### src/rtl/ifetch_pkg.sv
// Shared definitions for the instruction-fetch controller: FSM state codes,
// the PC register reset value and a word-alignment helper.
package ifetch_pkg;

    typedef logic [1:0] fsm_state_t;

    localparam fsm_state_t S_IDLE = 2'd0;
    localparam fsm_state_t S_REQ  = 2'd1;
    localparam fsm_state_t S_WAIT = 2'd2;
    localparam fsm_state_t S_HOLD = 2'd3;

    // Must match the reset value of the external PC register.
    localparam logic [31:0] PC_RESET = 32'h0;

    function automatic logic is_word_aligned(input logic [1:0] lsbs);
        return lsbs == 2'b00;
    endfunction

endpackage

### src/rtl/inst_hold_reg.sv
// Enabled holding register for the fetched instruction and its PC, with a
// synchronous active-low clear.
module inst_hold_reg #(
    parameter int W = 64
) (
    input  logic         clk,
    input  logic         rst,
    input  logic         ena,
    input  logic [W-1:0] d,
    output logic [W-1:0] q
);

    always_ff @(posedge clk) begin
        if (!rst) begin
            q <= '0;
        end else if (ena) begin
            q <= d;
        end
    end

endmodule

### src/rtl/ifetch_ctrl.sv
// Instruction-fetch controller: reads imem at pc_in, hands the instruction to
// decode and loads the PC register with PC+step or a redirect target.
// Optional misaligned-PC fault output enabled by IFETCH_ALIGN_CHECK_EN.
module ifetch_ctrl
    import ifetch_pkg::*;
#(
    parameter int PC_STEP = 4,
    parameter int ADDR_W  = 32,
    parameter int INST_W  = 32
) (
    input  logic              clk,
    input  logic              rst,
    input  logic [ADDR_W-1:0] pc_in,
    output logic [ADDR_W-1:0] pc_next,
    output logic              pc_ena,
    output logic              imem_req_valid,
    input  logic              imem_req_ready,
    output logic [ADDR_W-1:0] imem_addr,
    input  logic              imem_rsp_valid,
    input  logic [INST_W-1:0] imem_rsp_data,
    input  logic              redirect_valid,
    input  logic [ADDR_W-1:0] redirect_target,
`ifdef IFETCH_ALIGN_CHECK_EN
    output logic              fetch_fault,
`endif
    output logic              inst_valid,
    input  logic              inst_ready,
    output logic [INST_W-1:0] inst_data,
    output logic [ADDR_W-1:0] inst_pc
);

    localparam logic [ADDR_W-1:0] STEP = ADDR_W'(PC_STEP);

    fsm_state_t                state;
    fsm_state_t                state_nxt;
    logic                      drop;
    logic                      redir_pend;
    logic [ADDR_W-1:0]         redir_pend_target;
    logic                      pc_busy;
    logic                      fetch_block;
    logic                      req_ok;
    logic                      req_fire;
    logic                      rsp_take;
    logic [INST_W+ADDR_W-1:0]  hold_q;

    // pc_in is stale while a load is in flight or a redirect load is still queued.
    assign pc_busy  = pc_ena || redir_pend;
    assign req_ok   = (state == S_REQ) && !pc_busy && !redirect_valid && !fetch_block;
    assign req_fire = req_ok && imem_req_ready;
    assign rsp_take = (state == S_WAIT) && imem_rsp_valid && !drop && !redirect_valid;

    // NOTE: state registers use non-blocking assignment so every flop samples pre-edge values.
    always_ff @(posedge clk) begin
        if (!rst) begin
            state <= S_IDLE;
        end else begin
            state <= state_nxt;
        end
    end

    // NOTE: every combinational output gets a default first so no path infers a latch.
    always_comb begin
        state_nxt = state;
        case (state)
            S_IDLE: state_nxt = S_REQ;
            S_REQ:  if (req_fire) state_nxt = S_WAIT;
            S_WAIT: if (imem_rsp_valid) state_nxt = (drop || redirect_valid) ? S_REQ : S_HOLD;
            S_HOLD: if (redirect_valid || inst_ready) state_nxt = S_REQ;
            default: state_nxt = S_IDLE;
        endcase
    end

    always_comb begin
        imem_req_valid = 1'b0;
        imem_addr      = '0;
        inst_valid     = 1'b0;
        case (state)
            S_REQ: begin
                imem_req_valid = req_ok;
                if (req_ok) imem_addr = pc_in;
            end
            S_HOLD:  inst_valid = 1'b1;
            default: ;
        endcase
    end

    // A redirect that lands while pc_ena is already high is queued one cycle,
    // keeping pc_ena a single-cycle pulse.
    always_ff @(posedge clk) begin
        if (!rst) begin
            pc_ena     <= 1'b0;
            pc_next    <= ADDR_W'(PC_RESET);
            redir_pend <= 1'b0;
        end else if (pc_ena) begin
            pc_ena <= 1'b0;
            if (redirect_valid) redir_pend <= 1'b1;
        end else if (redirect_valid) begin
            pc_ena     <= 1'b1;
            pc_next    <= redirect_target;
            redir_pend <= 1'b0;
        end else if (redir_pend) begin
            pc_ena     <= 1'b1;
            pc_next    <= redir_pend_target;
            redir_pend <= 1'b0;
        end else if (rsp_take) begin
            pc_ena  <= 1'b1;
            pc_next <= pc_in + STEP;
        end
    end

    // NOTE: data-only storage qualified by redir_pend carries no reset.
    always_ff @(posedge clk) begin
        if (pc_ena && redirect_valid) begin
            redir_pend_target <= redirect_target;
        end
    end

    always_ff @(posedge clk) begin
        if (!rst) begin
            drop <= 1'b0;
        end else if (state != S_WAIT || imem_rsp_valid) begin
            drop <= 1'b0;
        end else if (redirect_valid) begin
            drop <= 1'b1;
        end
    end

`ifdef IFETCH_ALIGN_CHECK_EN
    assign fetch_block = fetch_fault || !is_word_aligned(pc_in[1:0]);

    always_ff @(posedge clk) begin
        if (!rst) begin
            fetch_fault <= 1'b0;
        end else if (redirect_valid) begin
            if (is_word_aligned(redirect_target[1:0])) fetch_fault <= 1'b0;
        end else if (state == S_REQ && !pc_busy && !is_word_aligned(pc_in[1:0])) begin
            fetch_fault <= 1'b1;
        end
    end
`else
    assign fetch_block = 1'b0;
`endif

    inst_hold_reg #(
        .W(INST_W + ADDR_W)
    ) u_hold (
        .clk(clk),
        .rst(rst),
        .ena(rsp_take),
        .d  ({imem_rsp_data, pc_in}),
        .q  (hold_q)
    );

    assign {inst_data, inst_pc} = hold_q;

endmodule
### config.mk
export PLATFORM = sky130hd
export DESIGN_NAME = ifetch_ctrl
export DESIGN_NICKNAME = d
export VERILOG_FILES = /design/src/rtl/ifetch_pkg.sv /design/src/rtl/inst_hold_reg.sv /design/src/rtl/ifetch_ctrl.sv
export SDC_FILE = /design/constraint.sdc
export NUM_CORES = 1
export LEC_CHECK = 0
export CORE_MARGIN = 5
export CORE_UTILIZATION = 35
export CTS_BUF_LIST = sky130_fd_sc_hd__clkbuf_4 sky130_fd_sc_hd__clkbuf_8
export DETAILED_ROUTE_END_ITERATION = 10
export GPL_ROUTABILITY_DRIVEN = 0
export GPL_TIMING_DRIVEN = 0
export PLACE_DENSITY = 0.72
export REMOVE_ABC_BUFFERS = 1
export SYNTH_ARGS = -nofsm -noshare
export SYNTH_HDL_FRONTEND = slang
export SYNTH_SLANG_ARGS = --single-unit
### constraint.sdc
create_clock -name clk -period 2.35 [get_ports clk]
set_clock_uncertainty 0.15 [all_clocks]
set_input_delay 0.235 -clock clk [delete_from_list [all_inputs] [get_ports clk]]
set_output_delay 0.235 -clock clk [all_outputs]
set_load 0.02 [all_outputs]
==> results.txt <==
cell with the most instances after synthesis = nand2_1
P_int = 4.09 mW
core region area = 16700 um2
status = completed
Syn Area/Cell = 8.72 um2
Async S/R FF share, synth = 0%
leading area contributor after synthesis = dfxtp_1
sequential-to-total area share from yosys stat = 49.8%
first-pass GRT wire length = 31200 um
design area = 9010 um2
initial antenna violation count = 0
Worst slew margin = 32.4%
Final nets = 1005
Num CTS Buffers = 17
largest net degree at the start of global routing = 83
Via Count = 5837
wire length on met2 = 9770 um
largest family of logic cells by synthesized area = simple AND/OR/NAND/NOR gates
WL/cell = 18.0 um
chip width = 141 um
Die Ht = 141 um
Critical-path top delay cell = buf_2
Metal-1 WL = 8560 um
RSZ-0062 raised after global routing = true
DRC = 0
drt first pass iters = 5
root buf cell = clkbuf_8
switching share of power = 26.6%
post-synthesis xor/xnor area fraction = 2.63%
crit-path max cell delay = 0.75 ns
Port Buffer Count = 232
CTS tree = built
via/cell ratio = 5.16
CTS max path bufs = 2
post-route ant nets = 0
Total GRT Usage = 20.0%
WP data required = 1.97 ns
Worst-Margin Slew = 1.01 ns
Synth Area in Compound Gates = 18.4%
combinational power share = 17.8%
Slew Viols, Final = 0
H-tree depth = 4
Final Hold Fails = 0
adder-cell share of the synthesized area = 0.836%
Critical Path, Cell by Cell = buf_2 -> nor4b_4 -> buf_6 -> buf_8 -> buf_8 -> and2_1 -> buf_4
Iteration-0 DRC Markers = 383
simple-gate share of the synthesized area = 21.9%
Fillers = 1565
remaining global-route overflow = 0
PwrDens = 619 nW/um2
post-DP HPWL = 14100 um
post-layout min period = 2.27 ns
Top Metal Used = met4
number of diodes = 0
type of the tightest min-delay check = input port to register
Synth top area share = 33.8%
FP Rows = 47
Synth area leaders = dfxtp_1 34%, edfxtp_1 16%, nand2_1 9.9%
setup ws final = 0.0766 ns
clock slew at the register clock pins of the worst setup and hold paths = 0.08 ns
most used cell along the critical path = buf_8
register share of total power = 44.6%
fraction of layout cells with a size suffix above 1 = 13.0%
clock latency on the worst-skew pair = 0.44 ns
CP endpoint kind = output pin
Max FO, Critical Path = 49
Setup CP Type = input port to output pin
final worst-path cycle share = 96.7%
Placed Instance Area = 8430 um2
Die Area = 19800 um2
vias in the first global route = 5532
mux contribution to synthesized area = 1.38%
final count of negative-setup-slack endpoints = 0
Initial Util = 35.9%
max-cap violations = 0
clock share of power = 37.6%
library cells used by synthesis = 55
Mapped Area = 5990 um2
type of origin of the critical path = input port
number of flops mapped to enable cells by yosys = 32
leak pwr = 3.14 nW
Syn Inst Count = 687
fmax = 440 MHz
Synth warnings = 0
most frequent cells after synthesis = 158 x nand2_1, 101 x dfxtp_1, 94 x a21oi_1, 43 x o21ai_0
Clock Sinks = 133
WL met3 = 1860 um
IO Count = 233
CP arrival = 1.89 ns
area grow syn2layout = 50.5%
ys flop type = dfxtp_1
DRT Wirelength = 20400 um
hold_buf cts = 0
peak supply drop = 365 uV
Synth Register Bits = 133
NetSw = 1.48 mW
Place WS = -0.765 ns
## registers in the layout, indices dropped and copies added, names as in the netlist
signal,count
u_hold.q,64
redir_pend_target,32
redir_pend,1
drop,1
pc_next,32
pc_ena,1
state,2
## area by class of cell
| class | count | area (um2) | share of cell area (%) |
|---|---|---|---|
| clock buffer | 19 | 249 | 2.76 |
| tap | 220 | 275 | 3.06 |
| sequential | 133 | 2990 | 33.2 |
| clock inverter | 13 | 180 | 2.00 |
| inverter | 13 | 51.3 | 0.569 |
| timing repair buffer | 247 | 2460 | 27.3 |
| multi-input combinational | 487 | 2810 | 31.1 |
## layer usage
metal | track usage, % | up-vias
met5 | 0 | -
met3 | 7.11 | 21
met1 | 25.2 | 2727
li1 | - | 2830
met2 | 32.8 | 259
met4 | 4.64 | 0
## power groups by stage
stage | Combinational, mW | Sequential [mW] | Clock (mW)
3_5_place_dp | 0.936 | 2.54 | 0
4_1_cts | 0.975 | 2.48 | 2.16
6_report | 0.991 | 2.49 | 2.10
2_1_floorplan | 0.309 | 2.61 | 0
5_1_grt | 1.06 | 2.50 | 2.27
3_3_place_gp | 0.917 | 2.53 | 0
## final timing paths
kind                       start            end  slack [ns]  cells after the start
hold reg to reg     u_hold.q[12]   u_hold.q[12]        0.30                      2
setup / recovery  redirect_valid  imem_addr[29]        0.08                      7
setup reg to reg        state[1]    pc_next[14]        0.18                      7
hold / removal          pc_in[2]    u_hold.q[2]        0.11                      3
## logic make-up after synthesis
| logic type | Yosys count |
|---|---|
| AO/OA/AOI/OAI | 184 |
| multiplexers | 8 |
| adder cells (fa/ha/maj) | 4 |
| buffers and inverters | 67 |
| AND/OR/NAND/NOR | 273 |
| XOR/XNOR | 18 |
| flip-flops | 133 |
## placed cells by master (no fill, tap or decap), types with 10 or more instances in the layout
master,count
clkdlybuf4s50_1,197
nand2_1,158
dfxtp_1,98
a21oi_1,93
o21ai_0,43
edfxtp_1,32
and2_1,19
nor2_1,19
clkbuf_8,17
buf_6,15
xnor2_1,14
buf_2,14
and2_4,13
nand3_1,13
buf_4,13
inv_1,11
a221oi_1,10
## through the flow
stage / instances / total power [mW] / hold slack (ns) / utilization, % / setup TNS (ns)
after floorplan: 633 / 2.91 / 0.164 / - / -68.47
after global placement: 1085 / 3.45 / 0.291 / 49.9 / -523.37
after detailed placement: 1090 / 3.47 / 0.295 / 50.5 / -40.15
after CTS: 1132 / 5.62 / 0.142 / 53.6 / 0
after global routing: 1132 / 5.82 / 0.0623 / 53.9 / -0.263
final: 1132 / 5.57 / 0.109 / 53.9 / 0
## worst max-delay path: cells and delay by family
family,cells,cell delay [ns]
buffers and inverters,5,1.36
AND/OR/NAND/NOR,2,0.27
## what timing repair did
item / 4_1_cts / 5_1_grt
pin swaps: 1 / 2
gates resized for setup: 145 / 51
hold endpoints to repair: 0 / 0
cloned: 3 / 0
endpoints found under the setup margin: 65 / 43
setup buffers: 7 / 1
Power figures use the tool's default switching activity.
